$ cat src/rtl/umi_router_pkg.sv
// Shared state encoding and constants for the UMI address router.
package umi_router_pkg;

  typedef enum logic [1:0] {
    EMPTY = 2'd0,
    ONE   = 2'd1,
    FULL  = 2'd2
  } state_e;

  localparam int CNT_W          = 32;
  localparam int DEFAULT_SELBIT = 40;

endpackage

$ cat src/rtl/umi_addr_decode.sv
// Decodes the port-index field of a destination address into a one-hot select.
module umi_addr_decode
  import umi_router_pkg::*;
#(
  parameter int M      = 4,
  parameter int AW     = 64,
  parameter int SELBIT = DEFAULT_SELBIT
) (
  input  logic [AW-1:0] addr,
  output logic [M-1:0]  sel
);

  localparam int SW = $clog2(M);

  logic [SW-1:0] idx;
  logic          unused_addr;

  assign idx         = addr[SELBIT +: SW];
  // Only the index field matters; the remaining address bits are intentionally ignored.
  assign unused_addr = ^addr;

  always_comb begin
    sel      = '0;
    sel[idx] = 1'b1;
  end

endmodule

$ cat src/rtl/umi_addr_router.sv
// Two-entry skid buffer that tags each UMI transaction with a one-hot port select.
// Optional per-port transfer counters are enabled by defining UMI_ADDR_ROUTER_CNT_EN.
module umi_addr_router
  import umi_router_pkg::*;
#(
  parameter int M      = 4,
  parameter int DW     = 256,
  parameter int CW     = 32,
  parameter int AW     = 64,
  parameter int SELBIT = DEFAULT_SELBIT
) (
  input  logic               clk,
  input  logic               nreset,
  input  logic               umi_in_valid,
  input  logic [CW-1:0]      umi_in_cmd,
  input  logic [AW-1:0]      umi_in_dstaddr,
  input  logic [AW-1:0]      umi_in_srcaddr,
  input  logic [DW-1:0]      umi_in_data,
  output logic               umi_in_ready,
  output logic               umi_out_valid,
  output logic [CW-1:0]      umi_out_cmd,
  output logic [AW-1:0]      umi_out_dstaddr,
  output logic [AW-1:0]      umi_out_srcaddr,
  output logic [DW-1:0]      umi_out_data,
  output logic [M-1:0]       umi_out_select,
  input  logic               umi_out_ready,
  input  logic               cnt_clear,
  output logic [M*CNT_W-1:0] cnt
);

  if (M < 2 || (M & (M - 1)) != 0) begin : g_bad_m
    $error("umi_addr_router: M must be a power of two and at least 2");
  end

  localparam int EW = CW + 2 * AW + DW + M;

  state_e        state_q, state_d;
  logic          in_ready_q, in_ready_d;
  logic          valid_q, valid_d;
  logic [EW-1:0] head_q, head_d;
  logic [EW-1:0] skid_q, skid_d;
  logic [EW-1:0] in_entry;
  logic [M-1:0]  in_sel;
  logic [M-1:0]  head_sel;
  logic          in_xfer;
  logic          out_xfer;

  umi_addr_decode #(
    .M      (M),
    .AW     (AW),
    .SELBIT (SELBIT)
  ) u_decode (
    .addr (umi_in_dstaddr),
    .sel  (in_sel)
  );

  assign in_xfer  = umi_in_valid & in_ready_q;
  assign out_xfer = valid_q & umi_out_ready;
  assign in_entry = {umi_in_cmd, umi_in_dstaddr, umi_in_srcaddr, umi_in_data, in_sel};

  // The head slot always holds the oldest entry; the skid slot only fills when output stalls.
  always_comb begin
    state_d = state_q;
    head_d  = head_q;
    skid_d  = skid_q;
    unique case (state_q)
      EMPTY: begin
        if (in_xfer) begin
          head_d  = in_entry;
          state_d = ONE;
        end
      end
      ONE: begin
        if (in_xfer && out_xfer) begin
          head_d = in_entry;
        end else if (in_xfer) begin
          skid_d  = in_entry;
          state_d = FULL;
        end else if (out_xfer) begin
          state_d = EMPTY;
        end
      end
      FULL: begin
        if (out_xfer) begin
          head_d  = skid_q;
          state_d = ONE;
        end
      end
      default: state_d = EMPTY;
    endcase
    in_ready_d = (state_d != FULL);
    valid_d    = (state_d != EMPTY);
  end

  always_ff @(posedge clk) begin
    if (!nreset) begin
      state_q    <= EMPTY;
      in_ready_q <= 1'b0;
      valid_q    <= 1'b0;
    end else begin
      state_q    <= state_d;
      in_ready_q <= in_ready_d;
      valid_q    <= valid_d;
    end
  end

  always_ff @(posedge clk) begin
    head_q <= head_d;
    skid_q <= skid_d;
  end

  assign {umi_out_cmd, umi_out_dstaddr, umi_out_srcaddr, umi_out_data, head_sel} = head_q;
  assign umi_out_select = valid_q ? head_sel : '0;
  assign umi_out_valid  = valid_q;
  assign umi_in_ready   = in_ready_q;

`ifdef UMI_ADDR_ROUTER_CNT_EN
  logic [CNT_W-1:0] cnt_q [M];
  logic [CNT_W-1:0] cnt_d [M];

  // Clear wins over a same-cycle increment; counters stick at all-ones.
  always_comb begin
    for (int i = 0; i < M; i++) begin
      cnt_d[i] = cnt_q[i];
      if (cnt_clear) begin
        cnt_d[i] = '0;
      end else if (out_xfer && umi_out_select[i] && (cnt_q[i] != '1)) begin
        cnt_d[i] = cnt_q[i] + 1'b1;
      end
    end
  end

  always_ff @(posedge clk) begin
    for (int i = 0; i < M; i++) begin
      if (!nreset) begin
        cnt_q[i] <= '0;
      end else begin
        cnt_q[i] <= cnt_d[i];
      end
    end
  end

  for (genvar g = 0; g < M; g++) begin : g_cnt
    assign cnt[g*CNT_W +: CNT_W] = cnt_q[g];
  end
`else
  logic unused_cnt_clear;

  assign unused_cnt_clear = cnt_clear;
  assign cnt              = '0;
`endif

endmodule
$ cat config.mk
export PLATFORM = sky130hd
export DESIGN_NAME = umi_addr_router
export DESIGN_NICKNAME = d
export VERILOG_FILES = /design/src/rtl/umi_router_pkg.sv /design/src/rtl/umi_addr_decode.sv /design/src/rtl/umi_addr_router.sv
export SDC_FILE = /design/constraint.sdc
export NUM_CORES = 1
export LEC_CHECK = 0
export ABC_AREA = 1
export ABC_CLOCK_PERIOD_IN_PS = 33500
export BUFFER_PORTS_ARGS = -buffer_cell sky130_fd_sc_hd__clkbuf_2
export CAP_MARGIN = 25
export CORE_AREA = 3 3 381 383
export CTS_CLUSTER_SIZE = 14
export DETAILED_ROUTE_END_ITERATION = 8
export DIE_AREA = 0 0 384 386
export PLACE_DENSITY_LB_ADDON = 0.25
export SETUP_SLACK_MARGIN = 0.05
export SLEW_MARGIN = 30
export SYNTH_ARGS = -nofsm -noshare
export SYNTH_HDL_FRONTEND = slang
export SYNTH_HIERARCHICAL = 1
export SYNTH_SLANG_ARGS = --single-unit
$ cat constraint.sdc
create_clock -name clk -period 33.5 [get_ports clk]
set_input_delay 6.7 -clock clk [delete_from_list [all_inputs] [get_ports clk]]
set_output_delay 6.7 -clock clk [all_outputs]
set_load 0.05 [all_outputs]
## Yosys cells after proc, flatten, opt, wreduce, memory -nomap -nowiden

Cells that the tools add are included.

| cells by class | value |
|---|---|
| reduce and logical (&&, ||, !) cells | 7 |
| bitwise gates (word level) | 3 |
| multiplexer cells | 13 |
| order comparisons | 2 |
| equality and inequality tests | 6 |

Operators with widths:

| operator | count |
|---|---|
| 420-bit two-way mux | 3 |
| 420-bit one-hot mux with 3 select lines | 1 |
| 2-bit two-way mux | 5 |
| 2-bit inequality test, second input constant | 4 |
| 2-bit one-hot mux with 3 select lines | 1 |
| 4-bit two-way mux | 1 |
| 4-bit AND reduction | 1 |
| 2-bit by 3-bit less-than comparator with 1-bit output, second input constant | 1 |
| 3-bit AND reduction | 1 |
| 3-bit nonzero test | 1 |
| 1-bit bitwise AND | 2 |
| 1-bit demux with 2-bit select | 1 |
| 2-bit by 1-bit == test with 1-bit output, second input constant | 1 |
| 2-bit == test, second input constant | 1 |
| 2-bit by 1-bit >= comparator with 1-bit output, second input constant | 1 |
| 1-bit logical AND | 2 |
| 2-bit logical NOT | 1 |
| 2-bit nonzero test | 1 |
| 1-bit two-way mux | 1 |
| 1-bit NOT | 1 |

| storage, ports and cells | value |
|---|---|
| output and inout bits | 550 |
| flip-flop bits (word level) | 844 |

## Logic depth before layout (Yosys ltp)

| depth | value |
|---|---|
| depth after elaboration | 6 |
| depth in mapped cells | 7 |
| mapped depth without buffers | 7 |

## Hierarchy

Netlist, hierarchy kept.

Modules (own cells, without submodules):

| module | cells an instance | area each (µm²) | instances |
|---|---|---|---|
| umi_addr_router | 2777 | 34743.3 | 1 |
| umi_addr_decode | 7 | 26.3 | 1 |

## Worst setup path before layout

OpenSTA, ideal clock, no wires.

| timing | value |
|---|---|
| path kind | input to register |
| from | in umi_in_valid |
| to | reg head_q[0] (enable) |
| arrival | 27.076 ns |
| setup slack | 5.079 ns |
| stages on the path | 4 |
| path buffers | 0 |
| data required time | 32.155 ns |
| setup time | 1.345 ns |
| path through | nand2_1 nand2_1 nand2_1 a21oi_1 |

| on the way | value |
|---|---|
| cells in the longest elaborated chain, start to end | 4 |

RTL lines:

| item | RTL line | source |
|---|---|---|
| from (decl) | umi_addr_router.sv:14 | `input logic umi_in_valid,` |
| 1-bit bitwise AND (*) | umi_addr_router.sv:57 | `assign in_xfer = umi_in_valid & in_ready_q;` |
| 1-bit logical AND | umi_addr_router.sv:74 | `if (in_xfer && out_xfer) begin` |
| 2-bit inequality test (no line) | -- |  |
| 4-bit AND reduction (no line) (*) | -- |  |
| to (signal assigned) | umi_addr_router.sv:108 | `head_q <= head_d;` |
| to (decl) | umi_addr_router.sv:40 | `logic [EW-1:0] head_q, head_d;` |

Every way passes the cells marked *; elsewhere a longest branch is shown, timed or not.
A chain may end at the register's enable or synchronous reset.

## Final worst setup path

| timing | value |
|---|---|
| from | in umi_in_valid |
| to | reg head_q[174] (enable) |

Same word-level chain as after synthesis.

==> out/metrics.sh <==
OUTCOME='complete, no violations'
SYNTH.CELL_AREA_UM2=34800
REG2REGPATHDEPTH=10
FINALCRITPERIODSHARE_PCT=32.3
AREAGROWTHSYNTHTOFINISH_PCT=16.9
PEAKVDDDROP_uV=40.9
LEAKAGE_nW=17.0
START_KIND='input pin'
PATH_CLK_SLEW_NS=0.06
TIMING.HOLD.WS_NS=0.505
CP_DATA_REQUIRED_TIME_NS=33.85
PLACE.GP.CONGESTION=0.774
POST_ROUTE_DRC_VIOLATION_COUNT=0
CHIPWIDTH_UM=384
VIAS_PER_CELL=3.73
LARGEST_NET_DEGREE_AT_THE_START_OF_GLOBAL_ROUTING=135
CTS_SINKS=844
YOSYS_REGISTER_BITS=844
CTS_INSERTED_BUFFERS=96
MIN-DELAY-START='skid_q[391]'
TOTAL_CHIP_POWER_mW=2.57
CTS-ROOT-BUF='sky130_fd_sc_hd__clkbuf_16'
SYN-INSTANCE-COUNT=2784
SYNTHESIS.AREA_PER_INSTANCE_UM2=12.5
NETLIST.AREA_LEADER.SHARE_PCT=72.5
PLACEABLECOREAREA_UM2=142000
WORST-ENDPOINT-ARRIVAL_NS=11.16
GRT_OVERFLOW_TOTAL=0
LATER_PIN_CLOCK_LATENCY_IN_THE_SKEW_REPORT_NS=0.67
FIN_UTIL_PCT=28.7
DRT-WIRELENGTH-PER-CELL_UM=17.8
MAX_CAP_VIOL_COUNT=0
WL_MM=92.8
CTS_REPAIR_RESIZE_COUNT=0
MAX_CLOCK_FREQ_GHz=0.0925
GRT_PASS1_WL_MM=130
DR.PASS1.ITERS=4
PLACEMENTROWS=138
CTS_POST_SETUP_BUFFERS_INSERTED=0
FLOORPLAN_DIE_AREA_UM2=148000
FINCLKSKEW_NS=0.0174
FIRST_ITER_VIOLATIONS=937
WORST-SETUP-PATH-TYPE='input pin to flip-flop'
UNREPAIRED_SETUP_ENDPOINTS_AFTER_GLOBAL_ROUTING='no'
TRITONCTS_CLOCK_TREE='done'
CRITICAL_PATH.MAX_FANOUT=63
PLACEDINSTANCEAREA_UM2=37500
VIAS=19448
FINAL_SETUP_VIOLATION_COUNT=0
WORST_SETUP_PATH_END_KIND='flip-flop'
TOTALNEGATIVESETUPSLACK_NS=0
HOLD_VIOLATIONS_FINAL=0
GRT_USE_TOTAL_PCT=11.8
INITIAL_CORE_UTIL_PCT=24.5
SYNTH.LARGEST_AREA_CELL='sky130_fd_sc_hd__edfxtp_1'
REMAINING_NUMBER_OF_NETS_FLAGGED_BY_THE_ANTENNA_CHECK_AFTER_ROUTING=0
TOP_LEVEL_PORTS=971
NETS=3658
SLEW_LIMIT_HEADROOM_PCT=29.0
POSTLAYOUTCELLAREA_UM2=40600
MAX_SLEW_VIOLATIONS=0
CTS_MAX_LEVEL=3
WORST_R2R_ENDPOINT='head_q[174]'
R2R_SLACK_NS=28.34
CLOCKBUFFERDEPTH=3
SYNTH_SEQ_AREA_SHARE_PCT=72.8
YOSYS.CELL_TYPES.COUNT=14
DIE_H_UM=386
REGTOREGSTARTPOINT='umi_out_valid'
WORST_HOLD_PATH_TYPE='flip-flop to flip-flop'
WORSTHOLDPATHCELLS=2
PERIOD_MINUS_SLACK_NS=10.81
HOLD_CRIT_ENDPOINT='head_q[391]'
CTS-HOLD-FIX-BUFFERS=0
DETAILED_PLACE_HPWL_MM=63.0
FINAL_LAYOUT_SIZE_SUFFIX_GT1_SHARE_PCT=30.1
POWER_PER_CELL_AREA_nW_PER_UM2=63.2
NUMBER_OF_ANTENNA_VIOLATIONS_AT_THE_FIRST_CHECK_IN_GLOBAL_ROUTING=18
MAX_SLEW.WORST_PIN.SLEW_NS=1.06
QUANTITY_OF_I_O_BUFFERS_INSERTED_ON_PORTS=841
SYNTH_WARNINGS=6
GRT_PASS1_VIAS=19007
NETLIST_TOP_CELLS_AREA='sky130_fd_sc_hd__edfxtp_1, sky130_fd_sc_hd__nand2_1, sky130_fd_sc_hd__buf_4'
[power breakdown]
part           switching [mW]  total, mW  leakage, nW  internal, mW
Combinational           0.248      0.304         7.77        0.0563
Clock                   0.433       1.03         1.48         0.596
Sequential             0.0135       1.24         7.75          1.22
[cell type report]
class                      count  area (um^2)
fill                       14757       101000
sequential                   844        25300
multi-input combinational   1415         5330
timing repair buffer         864         4510
clock buffer                 122         2560
tap                         1890         2360
clock inverter                54          479
inverter                      16         75.1
antenna                        8         20.0
[how the worst max path moves through the flow]
stage / startpoint / endpoint / slack (ns) / cells after the start
after floorplan: umi_in_valid / head_q[0] / 5.08 / 4
after global placement: umi_in_valid / head_q[170] / 21.19 / 10
after detailed placement: umi_in_valid / head_q[168] / 21.73 / 10
after CTS: umi_in_valid / head_q[170] / 22.50 / 10
after global routing: umi_in_valid / head_q[196] / 22.35 / 11
final: umi_in_valid / head_q[174] / 22.69 / 11
[critical path, cell delays in order]
cell and delay (ns):
sky130_fd_sc_hd__clkbuf_2 0.08, sky130_fd_sc_hd__nand2_1 0.08, sky130_fd_sc_hd__nand2_1 0.08, sky130_fd_sc_hd__nand2_1 0.10, sky130_fd_sc_hd__a21oi_4 0.44, sky130_fd_sc_hd__buf_4 0.57
sky130_fd_sc_hd__buf_4 0.73, sky130_fd_sc_hd__buf_4 0.82, sky130_fd_sc_hd__buf_4 0.59, sky130_fd_sc_hd__buf_4 0.41, sky130_fd_sc_hd__buf_16 0.30
[sequential cells by signal (all words and copies together), names as in the netlist]
signal and cells:
head_q 420, skid_q 420, state_q 2, umi_in_ready 1, umi_out_valid 1
[cell usage in the layout (no fill, tap or decap), types with 2 or more instances in the layout]
master | Yosys | final
sky130_fd_sc_hd__clkinv_2 | 0 | 14
sky130_fd_sc_hd__diode_2 | 0 | 8
sky130_fd_sc_hd__nor2_1 | 5 | 5
sky130_fd_sc_hd__clkinv_1 | 0 | 24
sky130_fd_sc_hd__clkbuf_2 | 0 | 841
sky130_fd_sc_hd__buf_4 | 552 | 13
sky130_fd_sc_hd__buf_12 | 0 | 4
sky130_fd_sc_hd__clkbuf_1 | 3 | 23
sky130_fd_sc_hd__conb_1 | 1 | 128
sky130_fd_sc_hd__inv_8 | 0 | 2
sky130_fd_sc_hd__dfxtp_1 | 4 | 4
sky130_fd_sc_hd__buf_6 | 0 | 2
sky130_fd_sc_hd__inv_1 | 14 | 13
sky130_fd_sc_hd__nand2_1 | 1278 | 1278
sky130_fd_sc_hd__bufinv_16 | 0 | 7
sky130_fd_sc_hd__clkbuf_16 | 0 | 99
sky130_fd_sc_hd__inv_16 | 0 | 3
sky130_fd_sc_hd__inv_6 | 0 | 2
sky130_fd_sc_hd__clkinvlp_4 | 0 | 3
sky130_fd_sc_hd__edfxtp_1 | 840 | 840
sky130_fd_sc_hd__buf_16 | 0 | 3
[cells by family (layout without fill, tap and decap cells)]
logic type	count (synthesis)	after routing	share of synthesized area, %
flops	844	844	72.8
other cells	1	136	0.0108
simple gates	1285	1285	13.9
buf+inv	652	1056	13.3
compound gates	2	2	0.0288
[cells in the mapped netlist]
| master | number |
|---|---|
| sky130_fd_sc_hd__inv_1 | 14 |
| sky130_fd_sc_hd__nand2_1 | 1278 |
| sky130_fd_sc_hd__clkbuf_1 | 3 |
| sky130_fd_sc_hd__buf_4 | 552 |
| sky130_fd_sc_hd__buf_1 | 1 |
| sky130_fd_sc_hd__conb_1 | 1 |
| sky130_fd_sc_hd__nor2_4 | 1 |
| sky130_fd_sc_hd__nand3_1 | 1 |
| sky130_fd_sc_hd__dfxtp_1 | 4 |
| sky130_fd_sc_hd__inv_2 | 2 |
| sky130_fd_sc_hd__edfxtp_1 | 840 |
| sky130_fd_sc_hd__nor2_1 | 5 |
| sky130_fd_sc_hd__a21oi_1 | 2 |
| sky130_fd_sc_hd__buf_2 | 80 |
[routing by layer]
layer,global-route usage [%],share of wire (%),up-vias
met2,19.3,48,631
li1,-,-,9509
met3,5.48,10,151
met1,13.8,39,9149
met5,0,0.056,-
met4,3.86,2.8,8
[through the flow]
| step | instances | setup WS (ns) |
|---|---|---|
| floorplan | 2911 | 5.08 |
| global placement | 5025 | 21.19 |
| detailed placement | 5027 | 21.73 |
| CTS | 5203 | 22.50 |
| global route | 5207 | 22.35 |
| finish | 5213 | 22.69 |
(Power assumes the default switching activity.)
